**src/rtl/motor_pkg.sv**
```systemverilog
// Motor mode bus encoding and classification helpers.
// Shared by the sequencer, the motor block and the decision logic.
package motor_pkg;

  localparam logic [2:0] STOP       = 3'b000;
  localparam logic [2:0] STRAIGHT_1 = 3'b001;
  localparam logic [2:0] STRAIGHT_2 = 3'b010;
  localparam logic [2:0] STRAIGHT_3 = 3'b011;
  localparam logic [2:0] LEFT_1     = 3'b100;
  localparam logic [2:0] LEFT_2     = 3'b101;
  localparam logic [2:0] RIGHT_1    = 3'b110;
  localparam logic [2:0] RIGHT_2    = 3'b111;

  typedef enum logic [1:0] {
    ST_STEADY,
    ST_RAMP,
    ST_DEAD,
    ST_ESTOP
  } seq_state_t;

  typedef struct packed {
    logic [2:0] mode;
    seq_state_t state;
  } step_t;

  function automatic logic is_left(
    input logic [2:0] m
  );
    return m[2:1] == 2'b10;
  endfunction

  function automatic logic is_right(
    input logic [2:0] m
  );
    return m[2:1] == 2'b11;
  endfunction

  function automatic logic is_straight(
    input logic [2:0] m
  );
    return (m != STOP) && !m[2];
  endfunction

  // Settled-state decision for a new target
  // against the currently applied mode.
  function automatic step_t steady_rule(
    input logic [2:0] cur,
    input logic [2:0] tgt
  );
    step_t r;
    r.mode  = cur;
    r.state = ST_STEADY;
    if (tgt == cur) begin
      r.mode = cur;
    end else if ((is_left(cur) && is_right(tgt)) ||
                 (is_right(cur) && is_left(tgt))) begin
      r.mode  = STOP;
      r.state = ST_DEAD;
    end else if (is_straight(tgt) && is_straight(cur) &&
                 (tgt > cur)) begin
      r.mode  = cur + 3'd1;
      r.state = (cur + 3'd1 == tgt) ? ST_STEADY : ST_RAMP;
    end else if (is_straight(tgt) && !is_straight(cur)) begin
      r.mode  = STRAIGHT_1;
      r.state = (tgt == STRAIGHT_1) ? ST_STEADY : ST_RAMP;
    end else begin
      r.mode = tgt;
    end
    return r;
  endfunction

endpackage

```
**src/rtl/motor_mode_sequencer_dwell_timer.sv**
```systemverilog
// Dwell counter shared by speed ramping and turn dead-time.
// Clears on load or on reaching limit; never wraps.
module dwell_timer #(
  parameter int CNT_W = 8
) (
  input  logic             clk,
  input  logic             rst,
  input  logic             load,
  input  logic [CNT_W-1:0] limit,
  output logic             expire
);

  logic [CNT_W-1:0] cnt;

  assign expire = (cnt >= limit);

  // Count up, restart on load or when the dwell completes
  always_ff @(posedge clk or posedge rst) begin
    if (rst) begin
      cnt <= '0;
    end else if (load || expire) begin
      cnt <= '0;
    end else begin
      cnt <= cnt + CNT_W'(1);
    end
  end

endmodule

```
**src/rtl/motor_mode_sequencer.sv**
```systemverilog
// Applies requested motor modes safely: speed ramp,
// turn-reversal dead-time and emergency stop.
module motor_mode_sequencer
  import motor_pkg::*;
#(
  parameter int RAMP_CYCLES = 25_000_000,
  parameter int DEAD_CYCLES = 10_000_000
) (
  input  logic       clk,
  input  logic       rst,
  input  logic       req_valid,
  input  logic [2:0] req_mode,
  input  logic       estop,
  output logic [2:0] mode,
  output logic       settled,
  output logic       estop_act
);

  localparam int MAX_CYC =
    (RAMP_CYCLES > DEAD_CYCLES) ? RAMP_CYCLES : DEAD_CYCLES;
  localparam int CNT_W = $clog2(MAX_CYC + 1);
  localparam logic [CNT_W-1:0] RAMP_LIM =
    CNT_W'(RAMP_CYCLES - 1);
  localparam logic [CNT_W-1:0] DEAD_LIM =
    CNT_W'(DEAD_CYCLES - 1);

  seq_state_t       state_q;
  seq_state_t       state_d;
  logic [2:0]       target_q;
  logic [2:0]       target_d;
  logic [2:0]       mode_d;
  logic             settled_d;
  logic             estop_act_d;
  logic             load;
  logic             expire;
  logic [CNT_W-1:0] limit;
  logic [2:0]       tgt_eff;
  step_t            step;

  assign limit   = (state_q == ST_DEAD) ? DEAD_LIM : RAMP_LIM;
  assign tgt_eff = req_valid ? req_mode : target_q;
  assign step    = steady_rule(mode, req_mode);

  dwell_timer #(
    .CNT_W (CNT_W)
  ) u_dwell (
    .clk    (clk),
    .rst    (rst),
    .load   (load),
    .limit  (limit),
    .expire (expire)
  );

  // State, target and registered outputs
  always_ff @(posedge clk or posedge rst) begin
    if (rst) begin
      state_q   <= ST_STEADY;
      target_q  <= STOP;
      mode      <= STOP;
      settled   <= 1'b1;
      estop_act <= 1'b0;
    end else begin
      state_q   <= state_d;
      target_q  <= target_d;
      mode      <= mode_d;
      settled   <= settled_d;
      estop_act <= estop_act_d;
    end
  end

  // Next state, next target and next applied mode
  always_comb begin
    state_d  = state_q;
    target_d = target_q;
    mode_d   = mode;
    load     = 1'b0;
    if (estop) begin
      state_d  = ST_ESTOP;
      target_d = STOP;
      mode_d   = STOP;
    end else begin
      unique case (state_q)
        ST_STEADY: begin
          if (req_valid) begin
            target_d = req_mode;
            mode_d   = step.mode;
            state_d  = step.state;
            load     = 1'b1;
          end
        end
        ST_RAMP: begin
          if (req_valid) begin
            target_d = req_mode;
            mode_d   = step.mode;
            state_d  = step.state;
            load     = 1'b1;
          end else if (expire) begin
            mode_d  = mode + 3'd1;
            state_d = (mode + 3'd1 == target_q) ?
                      ST_STEADY : ST_RAMP;
          end
        end
        ST_DEAD: begin
          target_d = tgt_eff;
          if (req_valid && (req_mode == STOP)) begin
            state_d = ST_STEADY;
          end else if (expire) begin
            if (is_straight(tgt_eff)) begin
              mode_d  = STRAIGHT_1;
              state_d = (tgt_eff == STRAIGHT_1) ?
                        ST_STEADY : ST_RAMP;
              load    = 1'b1;
            end else begin
              mode_d  = tgt_eff;
              state_d = ST_STEADY;
            end
          end
        end
        ST_ESTOP: begin
          state_d  = ST_STEADY;
          target_d = STOP;
          mode_d   = STOP;
        end
      endcase
    end
  end

  // Status flags derived from the upcoming state
  always_comb begin
    settled_d   = (state_d == ST_STEADY) && (mode_d == target_d);
    estop_act_d = (state_d == ST_ESTOP);
  end

endmodule
```
**config.mk**
```make
export PLATFORM = sky130hd
export DESIGN_NAME = motor_mode_sequencer
export DESIGN_NICKNAME = d
export VERILOG_FILES = /design/src/rtl/motor_pkg.sv /design/src/rtl/motor_mode_sequencer_dwell_timer.sv /design/src/rtl/motor_mode_sequencer.sv
export SDC_FILE = /design/constraint.sdc
export NUM_CORES = 1
export LEC_CHECK = 0
export BUFFER_PORTS_ARGS = -buffer_cell sky130_fd_sc_hd__buf_2
export CORE_ASPECT_RATIO = 0.8
export CORE_MARGIN = 2
export CORE_UTILIZATION = 30
export DETAILED_ROUTE_END_ITERATION = 8
export PLACE_DENSITY_LB_ADDON = 0.1
export SLEW_MARGIN = 10
export SYNTH_ARGS = -nofsm -noshare
export SYNTH_HDL_FRONTEND = slang
export SYNTH_SLANG_ARGS = --single-unit
```
**constraint.sdc**
```tcl
create_clock -name clk -period 2.9 [get_ports clk]
set_clock_uncertainty 0.05 [all_clocks]
set_input_delay 0.29 -clock clk [delete_from_list [all_inputs] [get_ports clk]]
set_output_delay 0.29 -clock clk [all_outputs]
set_load 0.005 [all_outputs]
```
# --- Word level (Yosys, flattened, before mapping) ---
# Index checks and enable logic that the tools add are counted.
totals:
  latchBits: 0
  ram_bits: 0
  n_memories: 0
  reg_bits: 35
  romBits: 0
classes:
  muxes: 37
  addsub: 2
  n_lt_le_gt_ge: 2
  n_shift: 0
  n_eq_ne: 14
  bitwise: 0
  div_mod_pow: 0
  reduce_logical: 24
  n_mul: 0
ops:
  columns: ["cell", "count"]
  rows:
  - ["$mux 25", 2]
  - ["$mux 3", 11]
  - ["$add 25x1->25 const B", 1]
  - ["$ge 25x25->1", 1]
  - ["$eq 2x2->1 const B", 7]
  - ["$mux 2", 7]
  - ["$eq 3x3->1", 4]
  - ["$pmux 3 s4", 1]
  - ["$mux 1", 11]
  - ["$logic_and 1x1->1", 10]
  - ["$mux 5", 2]
  - ["$reduce_bool 3->1", 3]
  - ["$pmux 2 s4", 1]
  - ["$eq 3x1->1 const B", 2]
  - ["$pmux 3 s2", 1]
  - ["$logic_not 1->1", 4]
  - ["$logic_not 2->1", 2]
  - ["$add 3x1->3 const B", 1]
  - ["$gt 3x3->1", 1]
  - ["$logic_not 3->1", 1]
  - ["$reduce_or 3->1", 1]
  - ["$eq 2x1->1 const B", 1]
  - ["$logic_or 1x1->1", 2]
  - ["$pmux 1 s2", 1]
  - ["$reduce_or 2->1", 1]

# --- Depth between registers and ports, before layout ---
depth:
  ltp_word: 13
  mapped_depth: 14

# --- Cells and area by module ---
# A second synthesis with hierarchy kept.
hier_totals:
  cells_unflattened: 344
  hier_area_um2: 2992.9
by_module_without_submodules:
  columns: ["module", "cells_each", "n_inst", "area_each_um2", "seq_area_each_um2"]
  rows:
  - ["dwell_timer", 213, 1, 1904.3, 625.6]
  - ["motor_mode_sequencer", 131, 1, 1088.5, 251.5]

# --- Worst setup path before layout ---
# Ideal clock, no wire load.
synth_path:
  path_type: "reg-to-reg"
  startpoint: "register state_q[0]"
  endpoint: "register settled"
  t_arrival_ps: 2950
  synth_period_minus_slack_ps: 3063
  path_stages_with_launch: 13
  setup_slack_ps: -163
  path_buffers: 1
  setup_time_ps: 63
  cell_sequence: "dfrtp_1 and2b_4 inv_4 ha_1 o2111ai_1 o41ai_1 and4b_1 buf_6 o31a_1 or3b_1 a221oi_4 xnor2_1 and4_1"
synth_between:
  elab_chain_cells: 9
synth_lines:
  columns: ["item", "line", "rtl"]
  rows:
  - ["start, declared", "motor_mode_sequencer.sv:27", "seq_state_t state_q;"]
  - ["start signal, assigned", "motor_mode_sequencer.sv:63", "state_q <= state_d;"]
  - ["$eq 2x2->1", "motor_mode_sequencer.sv:40, motor_mode_sequencer.sv:82", null]
  - ["$mux 25", "motor_mode_sequencer.sv:40", "assign limit = (state_q == ST_DEAD) ? DEAD_LIM : RAMP_LIM;"]
  - ["$ge 25x25->1", "motor_mode_sequencer_dwell_timer.sv:15", "assign expire = (cnt >= limit);"]
  - ["$mux 3, on equally long branches", "motor_mode_sequencer.sv:107, motor_mode_sequencer.sv:97", null]
  - ["$mux 3, on equally long branches", "motor_mode_sequencer.sv:105, motor_mode_sequencer.sv:92", null]
  - ["$pmux 3 s4 *", "motor_mode_sequencer.sv:82", "unique case (state_q)"]
  - ["$mux 3 *", "motor_mode_sequencer.sv:77", "if (estop) begin"]
  - ["named net mode_d[2]", "motor_mode_sequencer.sv:31", "logic [2:0] mode_d;"]
  - ["$eq 3x3->1 *", "motor_mode_sequencer.sv:130", "settled_d = (state_d == ST_STEADY) && (mode_d == target_d);"]
  - ["$logic_and 1x1->1 *", "motor_mode_sequencer.sv:130", null]
  - ["named net settled_d", "motor_mode_sequencer.sv:32", "logic settled_d;"]
  - ["end signal, assigned", "motor_mode_sequencer.sv:66", "settled <= settled_d;"]
  - ["end, declared", "motor_mode_sequencer.sv:15", "output logic settled,"]
# The timed path passes the listed nets; every way through them passes the cells marked *.

# --- Worst setup path after layout ---
# Ends and elaborated chain as after synthesis.

==> impl_metrics.py <==
metrics = {
    "run_status": {
        "status": "complete, but fails checks",
        "violations": "setup timing",
    },
    "synth": {
        "yosysSeqAreaShare_pct": 35.19,
        "synthArstFlopShare_pct": 100.0,
        "yosysTopAreaCellShare_pct": 34.14,
        "syn_area_um2": 2492,
        "synth_cells": 284,
        "synth.area.top_cells": "dfrtp_1 (34%), nor2_1 (6.9%), xor2_1 (6.7%)",
        "avgSynthCellArea_um2": 8.776,
        "synth-edff-count": 0,
        "syn-num-nets": 301,
        "synth.largest_area_cell": "dfrtp_1",
        "synth_cell_types": 62,
        "yosys_warnings": 0,
        "ys_ff_latch": 35,
        "synth-main-ff-cell": "dfrtp_1",
    },
    "cells_and_area": {
        "drive_gt1_share_pct": 21.77,
        "fin_area_um2": 3015,
        "diodes": 0,
        "final_cell_count_no_fill": 425,
        "final_util_pct": 37.77,
        "syn2layout_area_growth_pct": 20.98,
        "final_nets": 333,
        "fillers": 815,
    },
    "global_route": {
        "grtUsageMet1_pct": 23.51,
        "grt_max_degree": 36,
        "grt_util_all_layers_pct": 14.98,
        "grt_pass1_wl_um": 10780,
        "grt.overflow.total": 0,
        "grt_busiest_layer": "met1",
        "met2_usage_pct": 21.06,
        "met3_usage_pct": 2.964,
        "antenna_found_initial": 0,
        "grt_pass1_vias": 2058,
    },
    "place": {
        "dp.cells": 414,
        "hpwl_um": 4663,
        "gp_congestion": 0.8805,
        "portBuffers": 11,
        "place_area_um2": 2863,
        "pre_cts_slack_ns": -0.3612,
    },
    "pwr": {
        "power_mw": 1.253,
        "p_sw_uw": 397.4,
        "netSwitchingFraction_pct": 31.70,
        "seq_power_share_pct": 45.2,
        "p_int_uw": 856.1,
        "ir_worst_vdd_v": 0.0001989,
        "powerDensity_nw_per_um2": 415.7,
        "share_comb_of_total_power_pct": 26.8,
        "leakage_nw": 1.311,
        "clock_power_share_pct": 28.0,
    },
    "cts": {
        "clk_pin_slew_ns": 0.08,
        "cts.path.max_buffers": 2,
        "cts_made_buffers": 5,
        "clock_latency_ns": 0.29,
        "cts_num_sinks": 35,
        "cts_root_buf": "clkbuf_8",
        "cts_tree": "built",
        "htree_levels": 2,
    },
    "critical_path": {
        "crit_buf_inv": 1,
        "crit_path_max_incr_delay_ns": 0.38,
        "start_kind": "flip-flop",
        "reg2reg_slack_ns": -0.20,
        "worst-path-max-fanout": 8,
        "arrival_ns": 3.29,
        "critPathKind": "flip-flop to flip-flop",
        "worstReg2RegEnd": "settled$_DFF_PP1_",
        "required_ns": 3.08,
        "worst_path_max_delay_cell": "dfrtp_1",
        "cp_top_family": "simple AND/OR/NAND/NOR gates",
        "path_cells": "and2b_4, inv_6, ha_1, o2111ai_1, o41ai_2, and4b_2, o31a_1, or3b_4, a221oi_4, xnor2_1, and4_1",
        "reg2reg_depth": 11,
        "cp-end-kind": "flip-flop",
        "timing.rr.start": "state_q[0]$_DFF_PP0_",
    },
    "flow_run": {
        "drv_cap": 0,
    },
    "timing": {
        "drv_slew": 0,
        "setup_slack_ns": -0.2038,
        "setup_violations": 2,
        "slew_headroom_pct": 55.73,
        "tns_ns": -0.2170,
        "rsz0062_at_grt": "yes",
        "timing.final.crit_share_pct": 107.0,
        "fmax_mhz": 322.2,
        "holdWs_ns": 0.05057,
        "hold_viol": 0,
        "layout_min_cycle_time_ns": 3.104,
        "worstMarginPinSlew_ns": 0.6590,
    },
    "route": {
        "vias_per_cell": 4.960,
        "routed_wl_um": 6222,
        "route.detailed.drc": 0,
        "drtIter0Drc": 94,
        "ant_nets": 0,
        "wl_per_cell_um": 14.64,
        "vias": 2108,
        "dr.pass1.iters": 4,
    },
    "floorplanning": {
        "core_area_um2": 7983,
        "rows": 29,
        "die_x_um": 105.9,
        "design.portCount": 12,
        "initial_core_util_pct": 31.22,
        "die_h_um": 85.53,
        "dieArea_um2": 9058,
    },
    "worst_hold_path": {
        "hp-class": "input pin to async pin",
    },
}
[worst max path at each step]
stage                          from                 to  slack [ns]  cells after the start
2_1_floorplan  state_q[0]$_DFF_PP0_  settled$_DFF_PP1_       -0.13                     12
3_3_place_gp   state_q[0]$_DFF_PP0_  settled$_DFF_PP1_       -0.20                     11
3_5_place_dp   state_q[0]$_DFF_PP0_  settled$_DFF_PP1_       -0.36                     11
4_1_cts        state_q[0]$_DFF_PP0_  settled$_DFF_PP1_       -0.22                     14
5_1_grt        state_q[0]$_DFF_PP0_  settled$_DFF_PP1_       -0.33                     14
6_report       state_q[0]$_DFF_PP0_  settled$_DFF_PP1_       -0.20                     11
[registers in the layout, indices dropped and copies added, names as in the netlist]
| signal | count |
|---|---|
| state_q | 2 |
| mode | 3 |
| settled | 1 |
| u_dwell.cnt | 25 |
| estop_act | 1 |
| target_q | 3 |
[cells in the mapped netlist, drive strengths merged, types with 2 or more instances]
cell,number
nand2,21
nand3b,3
nor2,46
ha,10
o2111ai,2
dfrtp,34
nor2b,5
mux2i,4
or3,2
or3b,2
a221o,2
clkbuf,14
buf,3
a221oi,2
a21o,3
nand3,8
a21oi,8
nand2b,2
o211ai,6
a211oi,3
o21ai,7
xnor2,14
nand4,4
xor2,19
and3,9
nor3,7
and4,2
o221ai,2
or2,2
a31oi,2
inv,11
nor4,3
o31a,2
[cell families (layout without fill, tap and decap cells)]
logic type	Yosys count	after routing	synth area share (%)
compound gates	50	50	15.31
xor+xnor	33	33	11.60
fa+ha+maj	11	11	5.422
buf+inv	28	61	4.819
flops	35	35	35.19
mux	4	4	1.606
simple gates	123	123	26.05
[routing by layer]
layer  wire [um]  up-vias  share of wire (%)
met4          48        0               0.77
met1        3437     1008                 55
met3         220        6                3.5
met2        2515       32                 40
met5           0        -                  0
li1            -     1062                  -
[final cells by class]
cell class,instances,area (um^2),area share [%]
clock buffer,6,72.57,2.407
multi-input combinational,221,1568,51.99
timing repair buffer,42,304.0,10.08
inverter,11,46.29,1.535
sequential,35,877.1,29.09
tap,108,135.1,4.481
clock inverter,2,12.51,0.4149
[what timing repair did]
item	CTS	global route
hold buffers	0	0
pin swaps	2	2
gates resized for setup	4	5
endpoints found under the setup margin	8	6
hold endpoints to repair	0	0
setup buffers	2	1
[tightest hold or removal path, stage by stage]
cell	delay (ns)
buf_2	0.09
inv_1	0.04
buf_4	0.40
[placed cells by master, fill, tap and decap left out, types with 4 or more instances in the layout]
master,synthesis,routed
nor2_1,46,46
dfrtp_1,34,34
buf_4,1,29
nand2_1,21,21
xor2_1,19,19
xnor2_1,14,14
buf_2,1,11
inv_1,10,10
and3_1,9,9
nand3_1,8,8
a21oi_1,8,8
nor3_1,7,7
ha_1,10,7
o21ai_0,6,6
o211ai_1,6,6
nor2b_1,5,5
clkbuf_8,0,5
nand4_1,4,4
mux2i_1,4,4
[power groups by stage]
stage / clock (mW) / sequential [mW] / combinational [mW]
6_report: 0.351 / 0.567 / 0.336
3_3_place_gp: 0 / 0.577 / 0.334
5_1_grt: 0.393 / 0.574 / 0.376
4_1_cts: 0.369 / 0.567 / 0.333
2_1_floorplan: 0 / 0.579 / 0.203
3_5_place_dp: 0 / 0.576 / 0.331
Power figures use the tool's default switching activity.
